<file path="src/rtl/ram_stream_rd.sv">
// ============================================================================
// Module   : ram_stream_rd
// Brief    : Sequential RAM read engine feeding a valid/ready stream through
//            a 4-entry FIFO that absorbs the 1-cycle registered read latency.
// Revision : 1.0  initial release
// ============================================================================
`default_nettype none
`timescale 1ns/1ps

module ram_stream_rd #(
    parameter int DATAWIDTH = 9,
    parameter int ADDRWIDTH = 9
) (
    input  logic                 clk,
    input  logic                 reset_l,
    input  logic                 start,
    input  logic [ADDRWIDTH-1:0] start_addr,
    input  logic [ADDRWIDTH:0]   len,
    output logic                 busy,
    output logic                 done,
    output logic [ADDRWIDTH-1:0] ram_addr,
    input  logic [DATAWIDTH-1:0] ram_rd_data,
    output logic [DATAWIDTH-1:0] out_data,
    output logic                 out_valid,
    input  logic                 out_ready
);

    localparam logic [0:0]           c_ST_IDLE      = 1'b0;
    localparam logic [0:0]           c_ST_RUN       = 1'b1;
    localparam int                   c_FIFO_ENTRIES = 4;
    localparam logic [2:0]           c_FIFO_LIMIT   = 3'd4;
    localparam logic [ADDRWIDTH-1:0] c_ADDR_ONE     = 1;
    localparam logic [ADDRWIDTH:0]   c_CNT_ONE      = 1;
    localparam logic [ADDRWIDTH:0]   c_CNT_ZERO     = 0;

    logic [0:0]           r_state;
    logic [0:0]           w_state_next;
    logic [ADDRWIDTH-1:0] r_next_addr;
    logic [ADDRWIDTH-1:0] r_last_addr;
    logic [ADDRWIDTH:0]   r_len;
    logic [ADDRWIDTH:0]   r_issued;
    logic [ADDRWIDTH:0]   r_remaining;
    logic                 r_inflight;
    logic                 r_done;
    logic [DATAWIDTH-1:0] r_fifo [c_FIFO_ENTRIES];
    logic [1:0]           r_wr_ptr;
    logic [1:0]           r_rd_ptr;
    logic [2:0]           r_count;

    logic w_start;
    logic w_issue;
    logic w_push;
    logic w_pop;
    logic w_last_pop;

    assign out_valid  = (r_count != 3'd0);
    assign out_data   = r_fifo[r_rd_ptr];
    assign done       = r_done;
    assign w_push     = r_inflight;
    assign w_pop      = out_valid & out_ready;
    assign w_last_pop = w_pop && (r_remaining == c_CNT_ONE);
    assign w_start    = (r_state == c_ST_IDLE) && start;

    always_ff @(posedge clk) begin
        if (!reset_l) begin
            r_state <= c_ST_IDLE;
        end else begin
            r_state <= w_state_next;
        end
    end

    always_comb begin
        w_state_next = r_state;
        case (r_state)
            c_ST_IDLE: if (start && (len != c_CNT_ZERO)) w_state_next = c_ST_RUN;
            c_ST_RUN:  if (w_last_pop) w_state_next = c_ST_IDLE;
            default:   w_state_next = c_ST_IDLE;
        endcase
    end

    // Words in flight count against FIFO space so the FIFO can never overflow.
    always_comb begin
        busy    = (r_state == c_ST_RUN);
        w_issue = (r_state == c_ST_RUN) && (r_issued < r_len) &&
                  ((r_count + {2'b00, r_inflight}) < c_FIFO_LIMIT);
        ram_addr = w_issue ? r_next_addr : r_last_addr;
    end

    always_ff @(posedge clk) begin
        if (!reset_l) begin
            r_next_addr <= '0;
            r_last_addr <= '0;
            r_len       <= '0;
            r_issued    <= '0;
            r_remaining <= '0;
            r_inflight  <= 1'b0;
            r_done      <= 1'b0;
            r_wr_ptr    <= 2'd0;
            r_rd_ptr    <= 2'd0;
            r_count     <= 3'd0;
            for (int i = 0; i < c_FIFO_ENTRIES; i++) begin
                r_fifo[i] <= '0;
            end
        end else begin
            r_done     <= 1'b0;
            r_inflight <= w_issue;

            if (w_start) begin
                if (len == c_CNT_ZERO) begin
                    r_done <= 1'b1;
                end else begin
                    r_len       <= len;
                    r_issued    <= c_CNT_ZERO;
                    r_remaining <= len;
                    r_next_addr <= start_addr;
                end
            end

            if (w_issue) begin
                r_last_addr <= r_next_addr;
                r_next_addr <= r_next_addr + c_ADDR_ONE;
                r_issued    <= r_issued + c_CNT_ONE;
            end

            if (w_push) begin
                r_fifo[r_wr_ptr] <= ram_rd_data;
                r_wr_ptr         <= r_wr_ptr + 2'd1;
            end

            if (w_pop) begin
                r_rd_ptr    <= r_rd_ptr + 2'd1;
                r_remaining <= r_remaining - c_CNT_ONE;
                if (w_last_pop) r_done <= 1'b1;
            end

            case ({w_push, w_pop})
                2'b10:   r_count <= r_count + 3'd1;
                2'b01:   r_count <= r_count - 3'd1;
                default: r_count <= r_count;
            endcase
        end
    end

endmodule

`default_nettype wire

</file>
<file path="config.mk">
export PLATFORM = sky130hd
export DESIGN_NAME = ram_stream_rd
export DESIGN_NICKNAME = d
export VERILOG_FILES = /design/src/rtl/ram_stream_rd.sv
export SDC_FILE = /design/constraint.sdc
export NUM_CORES = 1
export LEC_CHECK = 0
export ABC_AREA = 1
export BUFFER_PORTS_ARGS = -buffer_cell sky130_fd_sc_hd__buf_2
export CAP_MARGIN = 25
export CORE_ASPECT_RATIO = 1.2
export CORE_MARGIN = 2
export CORE_UTILIZATION = 42
export DETAILED_ROUTE_END_ITERATION = 10
export SLEW_MARGIN = 40
export SYNTH_ARGS = -nofsm -noshare
export SYNTH_HDL_FRONTEND = slang
export SYNTH_SLANG_ARGS = --single-unit
export TNS_END_PERCENT = 10
</file>
<file path="constraint.sdc">
create_clock -name clk -period 2.3 [get_ports clk]
set_input_delay 0.69 -clock clk [delete_from_list [all_inputs] [get_ports clk]]
set_output_delay 0.69 -clock clk [all_outputs]
set_load 0.02 [all_outputs]
</file>
# Word level (Yosys, flattened, before mapping)

Memory sizes are Yosys's and may differ from the RTL's. A register that Yosys moved wholly into a read port is not among the register bits.
Index checks and enable logic that the tools add are counted.

Register bits after elaboration: 58
RAM bits: 36
Output and inout port bits: 21
Logic and storage cells: 72
Memories: 1

Memories:

| name   | words | bits a word | rd ports | clocked after memory_dff | write ports | RTL line | text |
|---|---|---|---|---|---|---|---|
| r_fifo | 4     | 9           | 1        | 1                        | 4           | 45       | `logic [DATAWIDTH-1:0] r_fifo [c_FIFO_ENTRIES];` |

Add/sub/neg operators: 8
$lt $le $gt $ge: 2
Eq/ne operators: 5
Multiplexer cells: 27
Bitwise logic cells: 3
Reductions and logical operators: 15

Operator list:

| cell                  | count |
|---|---|
| $mux 10               | 6 |
| $mux 9                | 5 |
| $mux 1                | 11 |
| $add 10x1->10 const B | 1 |
| $eq 10x1->1 const B   | 1 |
| $logic_not 10->1      | 1 |
| $lt 10x10->1          | 1 |
| $reduce_bool 10->1    | 1 |
| $sub 10x1->10 const B | 1 |
| $add 9x1->9 const B   | 1 |
| $reduce_or 9->1       | 1 |
| $mux 2                | 3 |
| $pmux 3 s2            | 1 |
| $reduce_and 2->1      | 3 |
| $reduce_bool 2->1     | 3 |
| $logic_and 1x1->1     | 5 |
| $add 2x1->2 const B   | 2 |
| $ne 2x2->1 const B    | 2 |
| $add 3x1->3           | 1 |
| $add 3x1->3 const B   | 1 |
| $lt 3x3->1 const B    | 1 |
| $reduce_bool 3->1     | 1 |
| $sub 3x1->3 const B   | 1 |
| $eq 2x1->1 const B    | 1 |
| other kinds (4)       | 5 |

# Longest topological paths before layout

Gate-level depths: netlist of run 1.

Depth after elaboration: 5
Depth in mapped cells: 12

# Least setup slack after synthesis of run 1

No wires, ideal clock.

Path kind: register to output
From: reg r_len[5]
To: out ram_addr[4]
Arrival time: 1.690 ns
Setup slack: -0.080 ns
Stages on the path, launching flop included: 13
Cells stage by stage: dfxtp_1 -> inv_1 -> ha_1 -> nand2_1 -> inv_1 -> nand2_1 -> nand2_1 -> a21oi_1 -> nand4_4 -> buf_6 -> nand2_2 -> o21ai_2 -> inv_1

Word-level cells in the longest chain between the ends: 4

RTL lines:

| item                           | RTL line | text |
|---|---|---|
| start, declared                | 40       | `logic [ADDRWIDTH:0] r_len;` |
| start signal, assigned         | 112      | `r_len <= len;` |
| $lt 10x10->1                   | 84       | `w_issue = (r_state == c_ST_RUN) && (r_issued < r_len) &&` |
| $logic_and 1x1->1 (2 in a row) | 84       |  |
| $mux 9                         | -        |  |
| end, declared                  | 21       | `output logic [ADDRWIDTH-1:0] ram_addr,` |

Every way passes these cells.

# Final worst setup path of run 1

From: reg r_issued[4]
To: out ram_addr[5]

Word-level cells in the longest chain between the ends: 4

RTL lines:

| item                           | RTL line | text |
|---|---|---|
| start, declared                | 41       | `logic [ADDRWIDTH:0] r_issued;` |
| start signal, assigned         | 113      | `r_issued <= c_CNT_ZERO;` |
| start signal, assigned         | 122      | `r_issued <= r_issued + c_CNT_ONE;` |
| $lt 10x10->1                   | 84       |  |
| $logic_and 1x1->1 (2 in a row) | 84       |  |
| $mux 9                         | -        |  |

Every way passes these cells.

==> impl.org, run 1 <==
** Run status
- Result of the run :: complete, but fails checks
- The final reports fail on setup timing.

** CTS
- TritonCTS built the clock tree.
- TritonCTS created 9 clock buffers.
- H-tree Lvls :: 3
- For the worst-skew pair, the clock arrives at the later sink with an insertion delay of 340 ps.
- Number of hold-repair buffers added at the cts stage :: 0
- For this design, the sink count on the clock tree is 96.
- Clock Tree Root :: sky130_fd_sc_hd__clkbuf_16
- Maximum count of clock buffers along a single path :: 2
- Clock-pin slew of the registers on the worst-case setup and hold paths :: 60 ps

** Floorplanning
- The floorplan step defined a die boundary enclosing 12600 µm².
- Y dimension of the die :: 123 µm
- Core Area :: 11500 µm²
- In this run the count of I/O pins placed on the die edge is 53.
- Site Rows :: 43
- Measured along the x axis, the die boundary spans around 100 µm.
- Initial core utilization :: 0.428

** Worst setup path
- The worst setup path is launched from a flop.
- Broken down by cell family, the worst path's largest delay share belongs to buffers and inverters.
- Setup slack on the worst reg-to-reg path comes out at 290 ps.
- The critical path goes through ha_4 -> nand2_2 -> inv_1 -> nand2_1 -> nand2_2 -> a21oi_4 -> nand4_4 -> buf_12 -> o21ai_2 -> inv_2 -> buf_2.
- Data arrival time at the worst-slack endpoint :: 2050 ps
- Count of buffering cells on the critical path with inverters included :: 4
- Number of cells on the critical path :: 11
- Worst reg2reg path startpoint :: r_issued[4]$_SDFFE_PN0P_
- The critical path is of the reg -> out type.
- The most critical setup path has its endpoint at ram_addr[5].
- Beginning of the critical path :: r_issued[4]$_SDFFE_PN0P_
- The most numerous cell type found on the critical path is sky130_fd_sc_hd__nand2_2.
- STA classifies the critical path endpoint as an output pin.
- Length in cells of the worst reg-to-reg path :: 12
- Crit-path max cell delay :: 410 ps
- Along the worst path, the maximum fanout reaches 15.
- Slowest cell on the critical path :: sky130_fd_sc_hd__dfxtp_1
- Critical register-to-register path endpoint :: r_issued[1]$_SDFFE_PN0P_
- Required time of the worst setup path :: 1610 ps

** Synth
- The synthesized design contains 96 register bits.
- Yosys warning count :: 0
- The number of nets in the synthesized netlist is around 690.
- The synthesized design contains 36 enable-type register cells.
- The share of the synthesized area in compound gates (AO/OA/AOI/OAI) was 0.130.
- Area share of fa/ha/maj cells after synthesis :: 0.0396
- Post-Synth XOR/XNOR Area :: 0.0178
- Measured against the total synthesized area, the mux share comes to 0.
- After synthesis, the netlist uses 34 different library cells.
- Area share of the largest cell type after synthesis :: 0.244
- For this run, the leading register cell type out of synthesis is sky130_fd_sc_hd__dfxtp_1.
- sky130_fd_sc_hd__dfxtp_1 takes more of the synthesized area than any other cell.
- Cell with the most instances after synthesis :: sky130_fd_sc_hd__nand2_1
- Gate count of the mapped netlist :: 644
- For this run, asynchronously set or reset flops after synthesis account for 0.
- Average cell area after synthesis :: 7.66 µm²
- Sorting the synthesized cells by area gives the leading types as sky130_fd_sc_hd__dfxtp_1, sky130_fd_sc_hd__edfxtp_1, sky130_fd_sc_hd__nand2_1.
- After synthesis, the largest family of logic cells by area is simple AND/OR/NAND/NOR gates.
- Of the total synthesized cell area, the portion taken by AND, OR, NAND and NOR gates is 0.257.
- Netlist Area Pre-Place :: 4930 µm²
- Commonest cells in the synthesized netlist :: sky130_fd_sc_hd__nand2_1, sky130_fd_sc_hd__nor2_1, sky130_fd_sc_hd__inv_1, sky130_fd_sc_hd__dfxtp_1, sky130_fd_sc_hd__o21ai_0
- Sequential share of the synthesized area :: 0.463

** Routing
- Routed signal wires occupy layers up through met4.
- For this run, the detailed router's first-pass iteration total came to 4.
- Average wire per standard cell :: 13.5 µm
- The first routing iteration left 213 violations.
- In the routed layout, each cell is associated on average with a via count of 4.95.
- Once detail routing completed, the nets flagged for antenna violations numbered 0.
- Detailed routing inserted a total of between 4k and 5k vias.
- Total length of routed met3 wires :: 522 µm
- Amount of wire on met2 after detailed routing :: about 6300 µm
- WL final :: roughly 12000 µm
- DRC violation count after routing :: 0
- For this block, wires on met1 add up to between 4000 and 5000 µm.

** Finish
- From synthesis to final layout, the design area changed by 22.4%.
- Cell area after layout :: 6040 µm²
- Share of final-layout standard cells stronger than drive strength 1 :: 0.238
- Total inserted antenna cells :: 0
- The count of cells in the finished layout, fillers not included, comes to 881.
- Final net count :: 766

** Pwr
- Peak ir drop on the vdd network :: approximately 410 µV
- Power spread over the standard cell area amounts to 770 nW/µm².
- The internal portion of the total power is approximately 0.0032 W.
- Clock power frac :: 0.319
- Relative contribution of combinational cells to total power :: 0.250
- The completed layout was analyzed and its total power is 0.00465 W.
- For this design the static power due to leakage is ~2.7 nW.
- Share of power burned in registers :: 0.431
- Net load switching power :: 0.00147 W
- Switching portion of total power :: 0.317

** Placement
- At the end of routability-driven placement, the weighted congestion stood at around 0.84.
- Post-DP HPWL :: 8450 µm
- In this run, placement finished with an instance count of approximately 860.
- After detailed placement, the total cell area comes to 5550 µm².
- In this run the tool buffered the top-level ports with 52 buffer cells.

** Global routing
- Wire length of the first global-routing pass :: 19400 µm
- The total overflow left after global routing is 0.
- For this run, the total global-route usage over all layers was measured as 0.199.
- Largest net degree at the start of global routing :: 31
- Antenna violations before repair :: 0
- Via count of the first global-routing pass :: around 4.1k

** STA
- Timing would allow up to 0.364 GHz.
- Final setup vio count :: 9
- Fin crit share :: 1.19
- Setup repair after global routing could not meet its margin everywhere.
- Counting I/O delays and the setup requirement, the final critical path takes 2740 ps.
- At the pin with the least slew margin, the transition time is 517 ps.
- Slack of the critical path :: -444 ps
- Max-slew violation total from the final report :: 0
- Measured against its own limit, the worst slew margin works out to 0.655.
- For the final routed database, the setup TNS stands at -3840 ps.
- The number of endpoints with negative hold slack in the final report is 0.
- Across the routed clock network, the largest skew measured is approximately 6 ps.

** Worst hold path
- Type of the tightest min-delay check :: reg -> reg

** Run
- Across the run, the number of max-cap violations was 0.
-- area by class of cell --
class	instances	area [µm²]
Tap cell	157	196
Sequential cell	96	2290
Fill cell	1168	5480
Timing Repair Buffer	89	581
Clock buffer	11	233
Inverter	88	339
Clock inverter	5	56.3
Multi-Input combinational cell	435	2340
-- power groups by stage --
stage	combinational, W	sequential, W	clock [W]
6_report	0.00116	0.00200	0.00148
5_1_grt	0.00130	0.00202	0.00157
4_1_cts	0.00113	0.00200	0.00151
3_5_place_dp	0.00110	0.00204	0
3_3_place_gp	0.00108	0.00203	0
2_1_floorplan	0.000782	0.00200	0
-- cells in the final DEF, fill, tap and decap left out, drive strengths merged --
| cell type | n |
|---|---|
| clkinvlp | 2 |
| a21oi | 44 |
| o21ai | 47 |
| nor3b | 1 |
| o22ai | 9 |
| nand2 | 145 |
| bufinv | 1 |
| nor3 | 12 |
| nand4 | 12 |
| dfxtp | 60 |
| inv | 88 |
| a31oi | 5 |
| o211ai | 1 |
| xnor2 | 4 |
| clkinv | 2 |
| xor2 | 6 |
| buf | 89 |
| nor2 | 93 |
| nand3 | 37 |
| fa | 1 |
| ha | 14 |
| o21bai | 1 |
| o31ai | 2 |
| clkbuf | 11 |
| edfxtp | 36 |
| or2 | 1 |
-- routing by layer --
layer	vias to the layer above	track usage
li1	2235	-
met1	2013	0.230
met2	100	0.367
met3	14	0.0336
met4	0	0.0674
met5	-	0
-- worst min path at each step --
| stage | slack, ps | endpoint | start | cells after the start |
|---|---|---|---|---|
| global route | 500 | r_len[5]$_SDFFE_PN0P_ | r_len[5]$_SDFFE_PN0P_ | 2 |
| detailed placement | 460 | r_len[3]$_SDFFE_PN0P_ | r_len[3]$_SDFFE_PN0P_ | 2 |
| finish | 460 | r_len[3]$_SDFFE_PN0P_ | r_len[3]$_SDFFE_PN0P_ | 2 |
| global placement | 450 | r_rd_ptr[1]$_SDFFE_PN0N_ | r_rd_ptr[1]$_SDFFE_PN0N_ | 2 |
| CTS | 460 | r_len[3]$_SDFFE_PN0P_ | r_len[3]$_SDFFE_PN0P_ | 2 |
| floorplan | 440 | flop | r_rd_ptr[1]$_SDFFE_PN0N_ | 2 |
-- state kept, by name, indices dropped and copies added (netlist names), named ones only --
register	flops
r_remaining	10
r_next_addr	9
r_issued	10
r_count	3
busy	1
r_last_addr	9
r_len	10
r_fifo	36
r_wr_ptr	2
r_rd_ptr	2
done	1
r_inflight	1
-- repair_timing --
item | CTS | global route
cloned | 0 | 0
setup buffers | 1 | 0
gates resized for setup | 16 | 37
endpoints found under the setup margin | 9 | 15
pin swaps | 2 | 11
-- logic make-up (layout without fill, tap and decap cells) --
family,Yosys count,count (layout)
xor+xnor,10,10
buf+inv,113,193
compound gates,109,109
simple gates,301,301
fa+ha+maj,15,15
flops,96,96
-- worst register-to-register path, delay by kind of cell, from the launching register on --
kind | cells | cell delay, ps
AO/OA/AOI/OAI | 2 | 230
AND/OR/NAND/NOR | 6 | 660
buffers and inverters | 3 | 420
adder cells (fa/ha/maj) | 1 | 230
flip-flops | 1 | 410
-- stage by stage --
| stage | hold WS (ps) | util | setup slack [ps] |
|---|---|---|---|
| floorplan | 436 | - | -20.8 |
| global placement | 453 | 0.482 | -168 |
| detailed placement | 458 | 0.482 | -208 |
| CTS | 465 | 0.512 | -489 |
| global route | 499 | 0.524 | -571 |
| finish | 463 | 0.524 | -444 |
Power figures use the tool's default switching activity.
==> inputs of run 2 (changes only) <==
--- a/config.mk
+++ b/config.mk
@@ -12,6 +12,7 @@
 export CORE_MARGIN = 2
 export CORE_UTILIZATION = 42
 export DETAILED_ROUTE_END_ITERATION = 10
+export SKIP_LAST_GASP = 1
 export SLEW_MARGIN = 40
 export SYNTH_ARGS = -nofsm -noshare
 export SYNTH_HDL_FRONTEND = slang
==> run 2 against run 1 <==
  * The run still ends with setup timing left
  * Non-clock buffer count increased by 1
  * Clock skew increased by 1.3 ps
  * Worst hold slack improved by 4.5 ps
  * Register-to-register slack got worse by 30 ps
  * Flip-flop and latch count unchanged
  * Critical endpoint is now ram_addr[3]
  * Highest routed layer unchanged
==> impl.org, run 2 (synthesis gave the netlist of run 1 again) <==
** Finish
- The register area is 2300 µm² (was 2290 µm²).
- Biggest register :: r_fifo (unchanged)
- Area added between synthesis and finish :: 24.5% (was 22.4%)
- The total non-filler cell area in the finished layout was 6140 µm² (was 6040 µm²).
- The most frequent standard cell in the layout excluding fill and tap cells is sky130_fd_sc_hd__nand2_1 (unchanged).
- The number of nets in the finished design was 767 (was 766).
- Area of the multi-input gates :: 2400 µm² (was 2340 µm²)
- Total inserted antenna cells :: 0 (unchanged)
- Commonest cells after routing, fill and taps aside :: sky130_fd_sc_hd__nand2_1, sky130_fd_sc_hd__nor2_1, sky130_fd_sc_hd__inv_1 (unchanged)
- The final standard cell utilization of the core is 0.533 (was 0.524).
- Share of final-layout standard cells stronger than drive strength 1 :: 0.255 (was 0.238)
- The number of inserted filler cells in the final layout was 1143 (was 1168).
- Number of flip-flops under the largest register name :: 36 (unchanged)

** Placement
- Number of port buffers :: 52 (unchanged)
- Area of placed instances :: 5550 µm² (unchanged)
- The HPWL reported at the end of detailed placement is 8450 µm (unchanged).
- Global placement routability congestion :: 0.845 (unchanged)

** Floorplanning
- Total Die Area :: 12600 µm² (unchanged)
- Core Area :: 11500 µm² (unchanged)
- The height of the die is 123 µm (unchanged).
- The effective utilization at floorplan was 0.428 (unchanged).
- The number of rows created at floorplan came to 43 (unchanged).
- The total I/O pin count came to 53 (unchanged).
- The x dimension of the die is 103 µm (unchanged).

** CTS
- TritonCTS clock tree :: yes (unchanged)
- Number of clock sinks seen by CTS :: 96 (unchanged)
- The number of CTS-inserted buffers came to 9 (unchanged).
- The master cell of the clock root buffer is sky130_fd_sc_hd__clkbuf_16 (unchanged).
- The deepest level of the CTS H-tree was 3 (unchanged).
- The buffer depth of the longest clock path came to 2 (unchanged).
- Number of hold-repair buffers added at the cts stage :: 0 (unchanged)
- Clock-pin slew of the registers on the worst-case setup and hold paths :: 70 ps (was 60 ps)
- The source-to-sink clock delay at the later pin of the worst-skew pair was 350 ps (was 340 ps).

** Global routing
- The via count of the first global-routing pass is 4123 (was 4133).
- The remaining global-route overflow is 0 (unchanged).
- Largest net degree at the start of global routing :: 31 (unchanged)
- Global router's overall resource usage :: 0.199 (about the same)
- The first-pass GRT wire length was 19300 µm (was 19400 µm).
- The initial antenna violation count was 0 (unchanged).

** Routing
- The total number of vias is 4355 (was 4362).
- Number of nets with antenna violations after routing :: 0 (unchanged)
- The overall routed net length is 12100 µm (was 11900 µm).
- DRC violation count after routing :: 0 (unchanged)
- The detailed router's first-iteration violation count came to 206 (was 213).
- The per-cell via count in the routed design came to 4.94 (was 4.95).
- The first-pass iteration count of the detailed router is 5 (was 4).
- Average wire per standard cell :: 13.7 µm (was 13.5 µm)

** Pwr
- The worst voltage drop across the vdd grid was 440 µV (was 411 µV).
- The leakage power came to 2.68 nW (was 2.66 nW).
- Relative contribution of combinational cells to total power :: 0.257 (was 0.250)
- Net load switching power :: 0.00150 W (was 0.00147 W)
- The internal power came to 0.00320 W (was 0.00317 W).
- The proportion of total power due to net switching came to 0.319 (was 0.317).
- PD cells :: 766 nW/µm² (was 770 nW/µm²)
- Clock power frac :: 0.316 (was 0.319)
- Share of power burned in registers :: 0.426 (was 0.431)

** STA
- RSZ-0062 raised after global routing :: true (unchanged)
- The count of endpoints failing setup in the final report was 9 (unchanged).
- Achievable frequency :: 0.361 GHz (was 0.364 GHz)
- Setup Skew :: 7.34 ps (was 6.08 ps)
- The transition time of the tightest slew-check pin is 523 ps (was 517 ps).
- Max-slew violation total from the final report :: 0 (unchanged)
- Slew Limit Headroom :: 0.651 (was 0.655)
- The number of endpoints with negative hold slack in the final report was 0 (unchanged).
- Final-layout setup total negative slack :: -4110 ps (was -3840 ps)
- The period utilization was 1.21 (was 1.19).
- Min Clock Period, post-route :: 2770 ps (was 2740 ps)
- The setup slack of the critical path after layout is -473 ps (was -444 ps).

** Worst setup path
- Count of buffering cells on the critical path with inverters included :: 4 (unchanged)
- The endpoint class of the critical path is an output pin (unchanged).
- Endpoint of the most critical setup path :: ram_addr[3] (was ram_addr[5])
- The startpoint type of the worst setup path is a flop (unchanged).
- Worst reg2reg path startpoint :: r_len[2]$_SDFFE_PN0P_ (was r_issued[4]$_SDFFE_PN0P_)
- The depth of the worst register-to-register path is 13 (was 12).
- Cells traversed along the worst timing path :: inv_1 -> ha_1 -> nand2_1 -> nand2_1 -> nand2_2 -> nand2_4 -> a21oi_4 -> nand4_4 -> buf_12 -> o21ai_4 -> inv_2 -> buf_6 (was ha_4 -> nand2_2 -> inv_1 -> nand2_1 -> nand2_2 -> a21oi_4 -> nand4_4 -> buf_12 -> o21ai_2 -> inv_2 -> buf_2)
- The largest fanout on the critical path was 8 (was 15).
- The dominant delay contributor by cell family on the critical path is simple AND/OR/NAND/NOR gates (was buffers and inverters).
- Data arrival time at the worst-slack endpoint :: 2080 ps (was 2050 ps)
- Crit-path max cell delay :: 330 ps (was 410 ps)
- The required time of the worst setup path is 1610 ps (about the same).
- Cell seen most often among critical-path stages :: sky130_fd_sc_hd__nand2_1 (was sky130_fd_sc_hd__nand2_2)
- The timing startpoint of the critical path is r_len[2]$_SDFFE_PN0P_ (was r_issued[4]$_SDFFE_PN0P_).
- The worst reg2reg path endpoint was r_issued[1]$_SDFFE_PN0P_ (unchanged).
- Number of cells on the critical path :: 12 (was 11)
- The critical-path cell with the highest stage delay is sky130_fd_sc_hd__dfxtp_2 (was sky130_fd_sc_hd__dfxtp_1).
- The worst-case register-to-register setup slack came to 260 ps (was 290 ps).
- The class of the most critical setup path was reg -> out (unchanged).

** Run status
- Violated checks :: setup timing (unchanged)
- Result of the run :: complete, but fails checks (unchanged)

** Worst hold path
- Type of the tightest min-delay check :: reg -> reg (unchanged)

** Run
- The number of max-capacitance violations reported came to 0 (unchanged).
[run 2: stage by stage]
stage                     instances  total power (W)  setup slack [ps]  hold slack, ps
final                           882          0.00471              -473             467
after global placement          864          0.00311              -168             453
after CTS                       881          0.00463              -515             468
after floorplan                 644          0.00278             -20.8             436
after global routing            882          0.00495              -588             491
after detailed placement        864          0.00314              -208             458
[run 2: layout make-up]
cell class | count | area share
sequential | 96 | 0.374
multi-input combinational | 435 | 0.391
inverter | 88 | 0.0546
clock inverter | 5 | 0.00917
tap | 157 | 0.0320
clock buffer | 11 | 0.0379
timing repair buffer | 90 | 0.101
[run 2: worst register-to-register path: stages (launching register included)]
cell                      delay, ps
sky130_fd_sc_hd__dfxtp_2        330
sky130_fd_sc_hd__inv_1           50
sky130_fd_sc_hd__ha_1           200
sky130_fd_sc_hd__nand2_1         70
sky130_fd_sc_hd__nand2_1         70
sky130_fd_sc_hd__nand2_2         90
sky130_fd_sc_hd__nand2_4         60
sky130_fd_sc_hd__a21oi_4        140
sky130_fd_sc_hd__nand4_4        190
sky130_fd_sc_hd__buf_4          190
sky130_fd_sc_hd__buf_4          200
sky130_fd_sc_hd__nor2_1         230
sky130_fd_sc_hd__nand2_1         80
sky130_fd_sc_hd__o21ai_0         80
[run 2: worst min path at each step]
stage,from,endpoint,slack (ps),cells past startpoint
finish,r_len[6]$_SDFFE_PN0P_,r_len[6]$_SDFFE_PN0P_,470,2
global route,r_len[5]$_SDFFE_PN0P_,r_len[5]$_SDFFE_PN0P_,490,2
CTS,r_len[3]$_SDFFE_PN0P_,r_len[3]$_SDFFE_PN0P_,470,2
detailed placement,r_len[3]$_SDFFE_PN0P_,r_len[3]$_SDFFE_PN0P_,460,2
global placement,r_rd_ptr[1]$_SDFFE_PN0N_,r_rd_ptr[1]$_SDFFE_PN0N_,450,2
floorplan,r_rd_ptr[1]$_SDFFE_PN0N_,flop,440,2
[run 2: repair_timing]
| item | in CTS | in global routing |
|---|---|---|
| cloned | 0 | 1 |
| buffers inserted | 1 | 0 |
| pin swaps | 2 | 16 |
| setup endpoints to repair | 9 | 15 |
| gates resized for setup | 4 | 67 |
[run 2: power by group through the flow]
stage / combinational, W / sequential, W / clock (W)
finish: 0.00121 / 0.00201 / 0.00149
floorplan: 0.000782 / 0.00200 / 0
detailed placement: 0.00110 / 0.00204 / 0
global route: 0.00135 / 0.00202 / 0.00158
CTS: 0.00112 / 0.00200 / 0.00151
global placement: 0.00108 / 0.00203 / 0
[run 2: routing by layer]
layer / global-route usage / part of all wire
met5: 0 / 0
met4: 0.0674 / 0.015
met3: 0.0336 / 0.030
met2: 0.365 / 0.53
met1: 0.230 / 0.42
==> inputs of run 3 (changes only) <==
--- a/config.mk
+++ b/config.mk
@@ -5,13 +5,13 @@
 export SDC_FILE = /design/constraint.sdc
 export NUM_CORES = 1
 export LEC_CHECK = 0
-export ABC_AREA = 1
 export BUFFER_PORTS_ARGS = -buffer_cell sky130_fd_sc_hd__buf_2
 export CAP_MARGIN = 25
 export CORE_ASPECT_RATIO = 1.2
 export CORE_MARGIN = 2
 export CORE_UTILIZATION = 42
 export DETAILED_ROUTE_END_ITERATION = 10
+export PLACE_DENSITY = 0.63
 export SKIP_LAST_GASP = 1
 export SLEW_MARGIN = 40
 export SYNTH_ARGS = -nofsm -noshare
==> run 3 against run 2 <==
  * Maximum frequency decreased by 5.9%
  * Critical endpoint is now ram_addr[7]
  * Highest routed layer unchanged
  * Worst hold slack got worse by 10 ps
  * Flip-flop and latch count did not move
  * Setup slack worse by 170 ps
  * The run still ends with setup timing left
==> impl.org, run 3 <==
** Run status
- Result of the run :: complete, but fails checks (unchanged)
- Violated checks: setup timing (unchanged).

** Synth
- The number of synthesized register bits was 96 (unchanged).
- Count of unique library cells instantiated by Yosys :: 57 (was 34)
- The number of nets produced by synthesis was 495 (was 691).
- The number of warnings printed during yosys synthesis was 0 (unchanged).
- Cell taking the most area after synthesis :: sky130_fd_sc_hd__dfxtp_1 (unchanged)
- The predominant post-synthesis flop cell was sky130_fd_sc_hd__dfxtp_1 (unchanged).
- Sequential share of the synthesized area :: 0.492 (was 0.463)
- Share of async-settable or async-resettable flops after synthesis :: 0 (unchanged)
- Commonest cells in the synthesized netlist :: sky130_fd_sc_hd__dfxtp_1, sky130_fd_sc_hd__nand2_1, sky130_fd_sc_hd__and2_1, sky130_fd_sc_hd__edfxtp_1, sky130_fd_sc_hd__a21oi_1 (was sky130_fd_sc_hd__nand2_1, sky130_fd_sc_hd__nor2_1, sky130_fd_sc_hd__inv_1, sky130_fd_sc_hd__dfxtp_1, sky130_fd_sc_hd__o21ai_0)
- Average cell area after synthesis :: 10.4 µm² (was 7.66 µm²)
- Area share of the largest cell type after synthesis :: 0.259 (was 0.244)
- Cell types occupying the most area after synthesis :: sky130_fd_sc_hd__dfxtp_1, sky130_fd_sc_hd__edfxtp_1, sky130_fd_sc_hd__and2_1 (was sky130_fd_sc_hd__dfxtp_1, sky130_fd_sc_hd__edfxtp_1, sky130_fd_sc_hd__nand2_1)
- Post-synth EDFFs :: 36 (unchanged)
- The cell area after synthesis came to 4640 µm² (was 4930 µm²).
- Gate count of the mapped netlist :: 448 (was 644)
- Cell with the most instances after synthesis :: sky130_fd_sc_hd__dfxtp_1 (was sky130_fd_sc_hd__nand2_1)

** Global routing
- Routing usage on met3 :: 0.0417 (was 0.0336)
- Grt total ovfl :: 0 (unchanged)
- Wire length of the first global-routing pass :: 17200 µm (was 19300 µm)
- The maximum number of pins on one net before global-route repair was 35 (was 31).
- GR met2 Demand/Resource :: 0.325 (was 0.365)
- The overall fraction of global-route tracks in use is 0.183 (was 0.199).
- The via count of the first global-routing pass is 3645 (was 4123).
- The global-route track usage on met1 came to 0.221 (was 0.230).
- The layer carrying the most global-route usage was met2 (unchanged).
- The initial antenna violation count was 0 (unchanged).

** Placement
- Number of port buffers :: 52 (unchanged)
- Global placement routability congestion :: 0.808 (was 0.845)
- Total instance count after detailed placement :: 651 (was 864)
- The HPWL reported at the end of detailed placement came to 7470 µm (was 8450 µm).
- Worst Setup Slack post-DPL :: -405 ps (was -208 ps)

** STA
- The worst clock skew was 7.83 ps (was 7.34 ps).
- The setup slack of the critical path after layout was -647 ps (was -473 ps).
- The count of endpoints failing setup in the final report was 9 (unchanged).
- Min Clock Period, post-route :: 2950 ps (was 2770 ps)
- The worst hold slack after final layout was 457 ps (was 467 ps).
- The period utilization was 1.28 (was 1.21).
- Transition time of the tightest slew-check pin :: 561 ps (was 523 ps)
- The maximum clock frequency was 0.339 GHz (was 0.361 GHz).
- The tightest slew margin relative to the limit came to 0.625 (was 0.651).
- RSZ-0062 raised after global routing :: true (unchanged)
- The total negative slack for setup checks was -5670 ps (was -4110 ps).
- Max-slew violation total from the final report :: 0 (unchanged)
- Number of hold-slack violations in the final timing report :: 0 (unchanged)

** Finish
- Number of flip-flops under the largest register name :: 36 (unchanged)
- Biggest register :: r_fifo (unchanged)
- The most frequent standard cell in the layout excluding fill and tap cells is sky130_fd_sc_hd__dfxtp_1 (was sky130_fd_sc_hd__nand2_1).
- Commonest cells after routing, fill and taps aside :: sky130_fd_sc_hd__dfxtp_1, sky130_fd_sc_hd__nand2_1, sky130_fd_sc_hd__buf_2 (was sky130_fd_sc_hd__nand2_1, sky130_fd_sc_hd__nor2_1, sky130_fd_sc_hd__inv_1)
- Final net count :: 581 (was 767)
- Area added between synthesis and finish :: 24.4% (was 24.5%)
- Total inserted antenna cells :: 0 (unchanged)
- The non-filler instance count after layout was 671 (was 882).
- Share of final-layout standard cells stronger than drive strength 1 :: 0.278 (was 0.255)

** CTS
- The deepest level of the CTS H-tree is 3 (unchanged).
- Clk_lat worst skew :: 340 ps (was 350 ps)
- Number of buffers created by CTS :: 9 (unchanged)
- Maximum count of clock buffers along a single path :: 2 (unchanged)
- TritonCTS clock tree :: yes (unchanged)
- The number of clock sinks was 96 (unchanged).
- The clock edge transition at the registers on the reported setup and hold paths is 60 ps (was 70 ps).
- Clock Tree Root :: sky130_fd_sc_hd__clkbuf_16 (unchanged)

** Worst setup path
- The worst path arrival time is 2260 ps (was 2080 ps).
- Critical path peak fanout :: 5 (was 8)
- Endpoint kind of the worst setup timing path :: output pin (unchanged)
- The class of the most critical setup path is reg -> out (unchanged).
- Setup crit start kind :: flop (unchanged)
- The required time of the worst setup path came to 1610 ps (about the same).

** Routing
- Via Count :: 3646 (was 4355)
- Number of nets with antenna violations after routing :: 0 (unchanged)
- The detailed router's first-iteration violation count came to 167 (was 206).
- Average wire per standard cell :: 15.8 µm (was 13.7 µm)
- The final routed DRC violation total was 0 (unchanged).
- Routed via count divided by cell count :: 5.43 (was 4.94)
- The overall routed net length came to 10600 µm (was 12100 µm).
- The first-pass iteration count of the detailed router is 4 (was 5).

** Floorplanning
- The number of rows created at floorplan came to 42 (was 43).
- Initial core utilization :: 0.427 (was 0.428)
- Number of top-level pins :: 53 (unchanged)
- The full die area is 11900 µm² (was 12600 µm²).
- The height of the die came to 119 µm (was 123 µm).
- Overall die width :: 100 µm (was 103 µm)
- Core Area :: 10900 µm² (was 11500 µm²)

** Pwr
- Leak :: 2.33 nW (was 2.68 nW)
- Total power of the final layout :: 0.00454 W (was 0.00471 W)
- Peak ir drop on the vdd network :: 362 µV (was 440 µV)
- PD cells :: 786 nW/µm² (was 766 nW/µm²)

** Run
- The number of max-capacitance violations reported came to 0 (unchanged).

** Worst hold path
- Type of the tightest min-delay check :: reg -> reg (unchanged)
==> run 3: cell count changes after synthesis, moves of 15 or more <==
cell	previous run	this run
sky130_fd_sc_hd__and3_1	0	15
sky130_fd_sc_hd__o21ai_0	38	16
sky130_fd_sc_hd__nand2_1	141	52
sky130_fd_sc_hd__nand3_1	36	15
sky130_fd_sc_hd__and2_1	0	37
sky130_fd_sc_hd__nor2_1	88	24
sky130_fd_sc_hd__inv_1	85	20
==> run 3: path summary, 6_finish.rpt <==
check             slack [ps]  depth (start not counted)                   from                          end
setup / recovery        -650                          8  r_len[5]$_SDFFE_PN0P_                  ram_addr[7]
hold / removal           460                          2  r_len[3]$_SDFFE_PN0P_        r_len[3]$_SDFFE_PN0P_
setup reg to reg         130                         11  r_len[7]$_SDFFE_PN0P_  r_next_addr[2]$_SDFFE_PN0P_
hold reg to reg          460                          2  r_len[3]$_SDFFE_PN0P_        r_len[3]$_SDFFE_PN0P_
==> run 3: logic make-up (layout without fill, tap and decap cells) <==
family	count (synthesis)	after routing	share of synthesized area
AND/OR/NAND/NOR	179	179	0.207
multiplexers	20	20	0.0698
flip-flops	96	96	0.492
XOR/XNOR	9	9	0.0170
adder cells (fa/ha/maj)	15	15	0.0421
buffers and inverters	39	130	0.0334
AO/OA/AOI/OAI	90	90	0.139
==> run 3: critical path, stage by stage (launching register included) <==
cell,delay [ps]
sky130_fd_sc_hd__dfxtp_2,340
sky130_fd_sc_hd__inv_2,50
sky130_fd_sc_hd__ha_4,260
sky130_fd_sc_hd__nand4_1,110
sky130_fd_sc_hd__o221a_4,320
sky130_fd_sc_hd__o21ai_4,210
sky130_fd_sc_hd__clkbuf_16,190
sky130_fd_sc_hd__mux2_4,310
sky130_fd_sc_hd__buf_6,130
==> run 3: routing by layer <==
layer / routed length [µm] / up-vias
met3: 373 / 15
met1: 4610 / 1758
met5: 0 / -
met2: 5460 / 70
li1: - / 1803
met4: 134 / 0
==> run 3: metrics by stage <==
step / utilization / instance area (µm²)
after global routing: 0.531 / 5770
final: 0.531 / 5770
after global placement: 0.484 / 5270
after floorplan: - / 4640
after detailed placement: 0.484 / 5270
after CTS: 0.515 / 5600
==> run 3: area by class of cell <==
class,count,area [µm²]
clock buffers,10,229
clock inverters,6,67.6
fillers,949,5100
inverters,21,78.8
multi-input cells,313,2290
flip-flops and latches,96,2290
well taps,132,165
repair buffers,93,651
==> run 3: where the power goes <==
part	internal, W	switching, W	leakage, nW	total, W
Clock	0.000849	0.000638	0.141	0.00149
Sequential	0.00190	0.0000924	0.863	0.00199
Combinational	0.000473	0.000591	1.32	0.00106
Total	0.00322	0.00132	2.33	0.00454
==> run 3: what timing repair did <==
action | CTS | global route
setup endpoints to repair | 18 | 19
hold endpoints to repair | 0 | 0
pin swaps | 1 | 6
setup buffers | 1 | 2
resized for setup | 2 | 37
hold buffers | 0 | 0
cloned | 0 | 1
